<file path="src/rtl/tlb_req_ctrl.sv">
// Shared TLB front end: round-robin over fetch/data ports, lookup, page walk, insert, flush.
// Optional counters (stat_hits/misses/faults) when TLB_REQ_CTRL_STATS_EN is defined.
module tlb_req_ctrl #(
   parameter int SADDR   = 64,
   parameter int SPAGE   = 12,
   parameter int SPCID   = 12,
   parameter int TIMEOUT = 4
) (
   input  logic               clk,
   input  logic               rst_n,
   input  logic [1:0]         req_valid,
   input  logic [2*SADDR-1:0] req_va,
   input  logic [2*SPCID-1:0] req_pcid,
   output logic [1:0]         req_ready,
   output logic               rsp_valid,
   output logic               rsp_id,
   output logic [SADDR-1:0]   rsp_ta,
   output logic               rsp_fault,
   input  logic               flush_req,
   output logic               flush_done,
   output logic               walk_req,
   output logic [SADDR-1:0]   walk_va,
   output logic [SPCID-1:0]   walk_pcid,
   input  logic               walk_ack,
   input  logic [SADDR-1:0]   walk_pa,
   input  logic               walk_fault,
   output logic [SADDR-1:0]   tlb_va,
   output logic [SPCID-1:0]   tlb_pcid,
   output logic [SADDR-1:0]   tlb_pa,
   output logic               tlb_insert,
   output logic               tlb_shutdown,
   input  logic               tlb_hit,
   input  logic               tlb_miss,
   input  logic [SADDR-1:0]   tlb_ta
`ifdef TLB_REQ_CTRL_STATS_EN
  ,output logic [31:0]        stat_hits,
   output logic [31:0]        stat_misses,
   output logic [31:0]        stat_faults
`endif
);

   localparam int SVPN = SADDR - SPAGE;
   localparam logic [2:0] S_IDLE   = 3'd0;
   localparam logic [2:0] S_LOOKUP = 3'd1;
   localparam logic [2:0] S_WALK   = 3'd2;
   localparam logic [2:0] S_INSERT = 3'd3;
   localparam logic [2:0] S_FLUSH  = 3'd4;
   localparam logic [2:0] S_FWAIT  = 3'd5;
   localparam logic [3:0] TO_LAST  = 4'(TIMEOUT - 1);

   logic [2:0]       state_q, state_d;
   logic [3:0]       cnt_q, cnt_d;
   logic             last_q, last_d;
   logic             id_q, id_d;
   logic [SADDR-1:0] va_q, va_d;
   logic [SPCID-1:0] pcid_q, pcid_d;
   logic [SADDR-1:0] tva_q, tva_d;
   logic [SPCID-1:0] tpcid_q, tpcid_d;
   logic [SADDR-1:0] tpa_q, tpa_d;
   logic             ltr_v_q, ltr_v_d;
   logic [SVPN-1:0]  ltr_vpn_q, ltr_vpn_d;
   logic [SVPN-1:0]  ltr_ppn_q, ltr_ppn_d;
   logic [SPCID-1:0] ltr_pcid_q, ltr_pcid_d;
   logic             rv_q, rv_d;
   logic             rid_q, rid_d;
   logic [SADDR-1:0] rta_q, rta_d;
   logic             rf_q, rf_d;

   logic             sel;
   logic             grant;
   logic             ltr_hit;
   logic [SADDR-1:0] in_va;
   logic [SPCID-1:0] in_pcid;

   assign sel     = (&req_valid) ? ~last_q : req_valid[1];
   assign in_va   = sel ? req_va[2*SADDR-1:SADDR] : req_va[SADDR-1:0];
   assign in_pcid = sel ? req_pcid[2*SPCID-1:SPCID] : req_pcid[SPCID-1:0];
   assign grant   = (state_q == S_IDLE) && !flush_req && (|req_valid);
   // The TLB ignores an unchanged va/pcid, so repeats are served locally
   assign ltr_hit = grant && ltr_v_q &&
                    (in_va[SADDR-1:SPAGE] == ltr_vpn_q) &&
                    (in_pcid == ltr_pcid_q);

   always_comb begin
      state_d    = state_q;
      cnt_d      = cnt_q;
      last_d     = last_q;
      id_d       = id_q;
      va_d       = va_q;
      pcid_d     = pcid_q;
      tva_d      = tva_q;
      tpcid_d    = tpcid_q;
      tpa_d      = tpa_q;
      ltr_v_d    = ltr_v_q;
      ltr_vpn_d  = ltr_vpn_q;
      ltr_ppn_d  = ltr_ppn_q;
      ltr_pcid_d = ltr_pcid_q;
      rv_d       = 1'b0;
      rid_d      = rid_q;
      rta_d      = rta_q;
      rf_d       = rf_q;
      case (state_q)
         S_IDLE: begin
            if (flush_req) begin
               state_d = S_FLUSH;
               cnt_d   = '0;
               ltr_v_d = 1'b0;
            end else if (grant) begin
               last_d = sel;
               id_d   = sel;
               va_d   = in_va;
               pcid_d = in_pcid;
               if (ltr_hit) begin
                  rv_d  = 1'b1;
                  rid_d = sel;
                  rta_d = {ltr_ppn_q, in_va[SPAGE-1:0]};
                  rf_d  = 1'b0;
               end else begin
                  tva_d   = in_va;
                  tpcid_d = in_pcid;
                  cnt_d   = '0;
                  state_d = S_LOOKUP;
               end
            end
         end
         S_LOOKUP: begin
            if (tlb_hit) begin
               rv_d       = 1'b1;
               rid_d      = id_q;
               rta_d      = tlb_ta;
               rf_d       = 1'b0;
               ltr_v_d    = 1'b1;
               ltr_vpn_d  = va_q[SADDR-1:SPAGE];
               ltr_ppn_d  = tlb_ta[SADDR-1:SPAGE];
               ltr_pcid_d = pcid_q;
               state_d    = S_IDLE;
            end else if (tlb_miss || cnt_q == TO_LAST) begin
               state_d = S_WALK;
            end else begin
               cnt_d = cnt_q + 4'd1;
            end
         end
         S_WALK: begin
            if (walk_ack) begin
               if (walk_fault) begin
                  rv_d    = 1'b1;
                  rid_d   = id_q;
                  rta_d   = '0;
                  rf_d    = 1'b1;
                  state_d = S_IDLE;
               end else begin
                  tpa_d   = walk_pa;
                  cnt_d   = '0;
                  state_d = S_INSERT;
               end
            end
         end
         S_INSERT: begin
            if (cnt_q == 4'd1) begin
               rv_d       = 1'b1;
               rid_d      = id_q;
               rta_d      = {tpa_q[SADDR-1:SPAGE], va_q[SPAGE-1:0]};
               rf_d       = 1'b0;
               ltr_v_d    = 1'b1;
               ltr_vpn_d  = va_q[SADDR-1:SPAGE];
               ltr_ppn_d  = tpa_q[SADDR-1:SPAGE];
               ltr_pcid_d = pcid_q;
               state_d    = S_IDLE;
            end else begin
               cnt_d = cnt_q + 4'd1;
            end
         end
         S_FLUSH: begin
            if (cnt_q == 4'd1) state_d = S_FWAIT;
            else cnt_d = cnt_q + 4'd1;
         end
         S_FWAIT: state_d = S_IDLE;
         default: state_d = S_IDLE;
      endcase
   end

   always_ff @(posedge clk or negedge rst_n) begin
      if (!rst_n) begin
         state_q    <= S_IDLE;
         cnt_q      <= '0;
         last_q     <= 1'b1;
         id_q       <= 1'b0;
         va_q       <= '0;
         pcid_q     <= '0;
         tva_q      <= '0;
         tpcid_q    <= '0;
         tpa_q      <= '0;
         ltr_v_q    <= 1'b0;
         ltr_vpn_q  <= '0;
         ltr_ppn_q  <= '0;
         ltr_pcid_q <= '0;
         rv_q       <= 1'b0;
         rid_q      <= 1'b0;
         rta_q      <= '0;
         rf_q       <= 1'b0;
      end else begin
         state_q    <= state_d;
         cnt_q      <= cnt_d;
         last_q     <= last_d;
         id_q       <= id_d;
         va_q       <= va_d;
         pcid_q     <= pcid_d;
         tva_q      <= tva_d;
         tpcid_q    <= tpcid_d;
         tpa_q      <= tpa_d;
         ltr_v_q    <= ltr_v_d;
         ltr_vpn_q  <= ltr_vpn_d;
         ltr_ppn_q  <= ltr_ppn_d;
         ltr_pcid_q <= ltr_pcid_d;
         rv_q       <= rv_d;
         rid_q      <= rid_d;
         rta_q      <= rta_d;
         rf_q       <= rf_d;
      end
   end

   assign req_ready    = grant ? (sel ? 2'b10 : 2'b01) : 2'b00;
   assign rsp_valid    = rv_q;
   assign rsp_id       = rid_q;
   assign rsp_ta       = rta_q;
   assign rsp_fault    = rf_q;
   assign flush_done   = (state_q == S_FWAIT);
   assign walk_req     = (state_q == S_WALK);
   assign walk_va      = va_q;
   assign walk_pcid    = pcid_q;
   assign tlb_va       = tva_q;
   assign tlb_pcid     = tpcid_q;
   assign tlb_pa       = tpa_q;
   assign tlb_insert   = (state_q == S_INSERT);
   assign tlb_shutdown = (state_q == S_FLUSH);

`ifdef TLB_REQ_CTRL_STATS_EN
   logic [31:0] hits_q, hits_d;
   logic [31:0] miss_q, miss_d;
   logic [31:0] flt_q, flt_d;
   logic        hit_ev, miss_ev, flt_ev;

   assign hit_ev  = ltr_hit || (state_q == S_LOOKUP && tlb_hit);
   assign miss_ev = (state_q == S_LOOKUP) && !tlb_hit &&
                    (tlb_miss || cnt_q == TO_LAST);
   assign flt_ev  = (state_q == S_WALK) && walk_ack && walk_fault;

   always_comb begin
      hits_d = hits_q;
      miss_d = miss_q;
      flt_d  = flt_q;
      if (flush_done) begin
         hits_d = '0;
         miss_d = '0;
         flt_d  = '0;
      end else begin
         if (hit_ev && !(&hits_q)) hits_d = hits_q + 32'd1;
         if (miss_ev && !(&miss_q)) miss_d = miss_q + 32'd1;
         if (flt_ev && !(&flt_q)) flt_d = flt_q + 32'd1;
      end
   end

   always_ff @(posedge clk or negedge rst_n) begin
      if (!rst_n) begin
         hits_q <= '0;
         miss_q <= '0;
         flt_q  <= '0;
      end else begin
         hits_q <= hits_d;
         miss_q <= miss_d;
         flt_q  <= flt_d;
      end
   end

   assign stat_hits   = hits_q;
   assign stat_misses = miss_q;
   assign stat_faults = flt_q;
`endif

endmodule

</file>
<file path="config.mk">
export PLATFORM = sky130hd
export DESIGN_NAME = tlb_req_ctrl
export DESIGN_NICKNAME = d
export VERILOG_FILES = /design/src/rtl/tlb_req_ctrl.sv
export SDC_FILE = /design/constraint.sdc
export NUM_CORES = 1
export LEC_CHECK = 0
export ABC_CLOCK_PERIOD_IN_PS = 8700
export BUFFER_PORTS_ARGS = -buffer_cell sky130_fd_sc_hd__buf_2
export CAP_MARGIN = 20
export CELL_PAD_IN_SITES_DETAIL_PLACEMENT = 1
export CELL_PAD_IN_SITES_GLOBAL_PLACEMENT = 2
export CORE_UTILIZATION = 35
export DETAILED_ROUTE_END_ITERATION = 7
export HOLD_SLACK_MARGIN = 0.08
export PLACE_DENSITY_LB_ADDON = 0.1
export SYNTH_ARGS = -nofsm -noshare
export SYNTH_HDL_FRONTEND = slang
export SYNTH_SLANG_ARGS = --single-unit
</file>
<file path="constraint.sdc">
create_clock -name clk -period 8.7 [get_ports clk]
set_input_delay 2.175 -clock clk [delete_from_list [all_inputs] [get_ports clk]]
set_output_delay 2.175 -clock clk [all_outputs]
set_load 0.02 [all_outputs]
</file>
Word level (Yosys, flattened, before mapping)
Cells that the tools add are included.

Input bits: 289. Logic and storage cells: 139. Output and inout port bits: 289. Flip-flop bits (word level): 409.

Reduce and logical (&&, ||, !) cells: 23. Mux-type cells: 69. Bitwise operators: 4. Equal/unequal tests: 25. Add/sub/neg operators: 1.

Operators with widths (count): $mux W64 (8); $pmux W64 S4 (1); $mux W52 (4); $pmux W52 S2 (2); $eq A52 B52 Y1 (1); $mux W12 (3); $mux W4 (8); $mux W1 (25); $mux W3 (8); $pmux W12 S2 (1); $ne A2 B2 Y1 const B (9); $pmux W4 S4 (1); $reduce_and A8 Y1 (2); $pmux W3 S5 (1); $eq A12 B12 Y1 (1); $pmux W1 S4 (3); $ne A3 B3 Y1 const B (3); $reduce_and A3 Y1 (3); $ne A2 B1 Y1 const B (4); $reduce_and A4 Y1 (2); $reduce_bool A4 Y1 (2); $eq A3 B2 Y1 const B (2); $eq A3 B3 Y1 const B (2); $mux W2 (3); 15 further kinds (23).

Depth between registers and ports, before layout
Word-level depth: 10. Mapped depth: 14. Mapped depth without buffers: 10.

Worst setup path after synthesis
Ideal clock, no wire load.

Path type: input port to output port. Start: input port req_valid[1]. End: output port req_ready[1]. Path buffers: 4. Data required time: 6.525 ns. Arrival: 3.760 ns. Stages on the path: 6. Setup slack: 2.765 ns. Cell sequence: a21bo_1 buf_2 buf_1 clkbuf_1 clkbuf_1 nor2_1.

Word-level cells in the longest chain between the ends: 4. Elaborated cells on any way between the ends: 6. Those cells by class: mux (3); reduce/logical (3).

RTL lines: from (decl) (line 11) `input logic [1:0] req_valid,`; $reduce_and A2 Y1 (line 75) `assign sel = (&req_valid) ? ~last_q : req_valid[1];`; $mux W1 (line 75); $mux W2 (line 222) `assign req_ready = grant ? (sel ? 2'b10 : 2'b01) : 2'b00;`; $mux W2 * (line 222); to (decl) (line 14) `output logic [1:0] req_ready,`.

Every way passes the cells marked *; elsewhere a longest branch is shown, timed or not.

Worst setup path in the final report
Start: input port req_valid[0]. End: register tva_q[22], in the netlist tlb_va[22].

Word-level cells in the longest chain between the ends: 8. Elaborated cells on any way between the ends: 13. Those cells by class: eq/ne (2); mux (3); bitwise (1); reduce/logical (7).

RTL lines: $reduce_and A2 Y1 (line 75); $mux W1 (line 75); $mux W64 (line 76) `assign in_va = sel ? req_va[2*SADDR-1:SADDR] : req_va[SADDR-1:0];`; $eq A52 B52 Y1 (line 81) `(in_va[SADDR-1:SPAGE] == ltr_vpn_q) &&`; $logic_and A1 B1 Y1 (line 80) `assign ltr_hit = grant && ltr_v_q &&`; $logic_and A1 B1 Y1 (line 81); $not A1 Y1 (no line); $reduce_and A4 Y1 (no line); to (signal assigned) (line 208) `tva_q <= tva_d;`; to (decl) (line 57) `logic [SADDR-1:0] tva_q, tva_d;`.

Several ways; a longest one is shown, not always the timed one. A chain may end at the register's enable or synchronous reset.

==> results.yml <==
routing:
  routedWlPerCell_um: 23.6
  drtIter0Drc: 805
  final_antenna_net_count: 0
  dr.pass1.iters: 5
  drc: 0
  via_per_inst: 5.23
  route.vias.total: 15717
  wl_mm: 70.9
floorplan:
  die_h_um: 235
  die-area_um2: 55300
  core_um2: 53700
  io_pins: 578
  num_rows: 85
  start_util_pct: 35.4
  die_w_um: 235
clock_network:
  cts_inserted_buffers: 49
  post_cts_buffers: 0
  tritoncts: "done"
  postCtsHoldBufs: 0
  path_clk_slew_ps: 60
  clk_latency_ps: 590
  clk_path_buf_depth: 3
  clock-sinks: 409
  cts_resized: 0
  htreeDepth: 2
  cts_root_buf: "clkbuf_16"
sta:
  worst-slew-pin-transition_ps: 1060
  clock.fmax_mhz: 156
  hold_viol: 0
  fin_tns_setup_ps: 0
  slew_violations: 0
  maxSlewHeadroom_pct: 29.3
  fin_ws_ps: 2290
  setup_viol: 0
  period_share_pct: 73.7
  fin_crit_ps: 6410
  rsz0062_at_grt: "no"
  hold_slack_ps: 481
  fin_skew_ps: 25.1
power:
  seqPwrFrac_pct: 37.2
  clock_power_share_pct: 21.5
  switching_share_pct: 42.0
  p_per_area_nw_per_um2: 388
  max-vdd-ir-drop_v: 0.000153
  internal_power_uw: 5450
  p_total_uw: 9390
  total_leakage_power_uw: 0.0122
  combPwrFrac_pct: 41.4
  p_sw_uw: 3940
setup_path:
  critPathLaunchType: "primary input"
  required_ps: 9210
  crit_fanout: 59
  arrival_ps: 6920
  cp_slowest_cell: "a21boi_4"
  path_cells: "buf_2 -> a21boi_4 -> buf_12 -> mux2i_1 -> a2bb2oi_1 -> o221ai_1 -> a2111oi_0 -> and4_1 -> nand4_4 -> and2_2 -> buf_4 -> a21oi_1"
  cp_slowest_stage_delay_ps: 710
  endpoint_kind: "flip-flop"
  path_class: "in2reg"
synthesis:
  yosysWarnings: 0
  yosysTopAreaCellShare_pct: 53.7
  synthCells: 1725
  synth.most_common_cell: "dfrtp_1"
  synth_edf_count: 0
  synthArstFlopShare_pct: 100
  synth_area_um2: 19000
  yosys.area.top_type: "dfrtp_1"
  synth_cell_types: 60
  ys_ff_latch: 409
  synthesis.nets: 2016
  synthTopCellsByArea: "dfrtp_1 54%, mux2_2 11%, mux2i_1 9.1%, nand2_1 4.8%, o21ai_0 4.8%"
  synth_common_cells: "408 x dfrtp_1, 242 x nand2_1, 181 x o21ai_0"
  synthFlopType: "dfrtp_1"
  synth_area_per_cell_um2: 11.0
  yosysSeqAreaShare_pct: 53.8
hold_path:
  hold_path_class: "reg2reg"
final_layout:
  nets: 2552
  fillers: 6055
  seq_area_um2: 10200
  postLayoutCoreUtil_pct: 45.0
  area_growth_pct: 27.2
  multi_input_area_um2: 8200
  final_layout_size_suffix_gt1_share_pct: 39.0
flow_run:
  drv_cap: 0
grt:
  grt_pass1_wl_mm: 107
  first_global_vias: 16688
  track_usage_pct: 25.5
  grt_overflow: 0
  antenna_found_initial: 14
  grt_max_degree: 158
placement:
  pre_cts_ws_ps: 1660
  finalWeightedCongestion: 0.831
  io_buffers: 577
  post-dp-hpwl_mm: 51.6
outcome:
  outcome: "completed"
through the flow:
step / std cells / instance area, um2
5_1_grt: 3005 / 24200
4_1_cts: 2996 / 24100
2_1_floorplan: 1725 / 19000
3_5_place_dp: 2905 / 22500
6_report: 3008 / 24200
3_3_place_gp: 2904 / 22500
area by class of cell:
type                            count  share of cell area, %
Clock buffer                       79                   6.29
Sequential cell                   409                   42.4
Clock inverter                     12                  0.264
Tap cell                          696                   3.60
Inverter                           38                  0.590
Multi-Input combinational cell   1164                   33.9
Timing Repair Buffer              599                   12.9
Antenna cell                       11                  0.114
logic make-up after synthesis:
group,synth area share [%]
buffers and inverters,3.32
flip-flops,53.8
AND/OR/NAND/NOR,7.40
AO/OA/AOI/OAI,11.9
adder cells (fa/ha/maj),0.132
XOR/XNOR,1.57
multiplexers,21.9
per-layer routing:
metal	track usage [%]	share of wire, %
met4	8.77	2.5
met1	33.4	43
met3	7.05	6.9
met2	40.7	47
met5	0	0.062
registers in the layout, summed over array words and instances, names as in the netlist:
name / count
cnt_q: 4
id_q: 1
last_q: 1
ltr_pcid_q: 12
ltr_ppn_q: 52
ltr_v_q: 1
ltr_vpn_q: 52
rsp_fault: 1
rsp_id: 1
rsp_ta: 64
rsp_valid: 1
state_q: 3
tlb_pa: 64
tlb_pcid: 12
tlb_va: 64
walk_pcid: 12
walk_va: 64
worst max-delay path: cells and delay by family:
family,cells,cell delay [ps]
and+or+nand+nor,3,1390
AOI/OAI and AO/OA,5,1810
buffers and inverters,3,940
muxes,1,490
cell usage in the layout (no fill, tap or decap), types with 19 or more instances in the layout:
master	count
a21oi_1	153
buf_2	576
buf_4	19
clkbuf_16	51
dfrtp_1	407
inv_1	38
mux2_2	179
mux2_4	21
mux2i_1	173
nand2_1	240
nor2_1	36
o21ai_0	181
o22ai_1	30
power groups by stage:
stage | Clock (uW) | Combinational [uW] | Sequential [uW]
detailed placement | 0 | 3920 | 3520
global route | 2140 | 4220 | 3610
floorplan | 0 | 1760 | 4040
CTS | 2070 | 3930 | 3500
global placement | 0 | 3840 | 3490
finish | 2010 | 3880 | 3490
worst paths after layout:
path / end / start / cells after the start / slack (ps)
setup / recovery: tlb_va[22] / req_valid[0] / 12 / 2290
hold / removal: ltr_ppn_q[29] / ltr_ppn_q[29] / 2 / 480
setup reg to reg: tlb_va[22] / last_q / 11 / 3600
hold reg to reg: ltr_ppn_q[29] / ltr_ppn_q[29] / 2 / 480
max in group asynchronous: tlb_pa[18] / rst_n / 2 / 5670
min in group asynchronous: tlb_va[55] / rst_n / 1 / 1560
(Power assumes the default switching activity.)
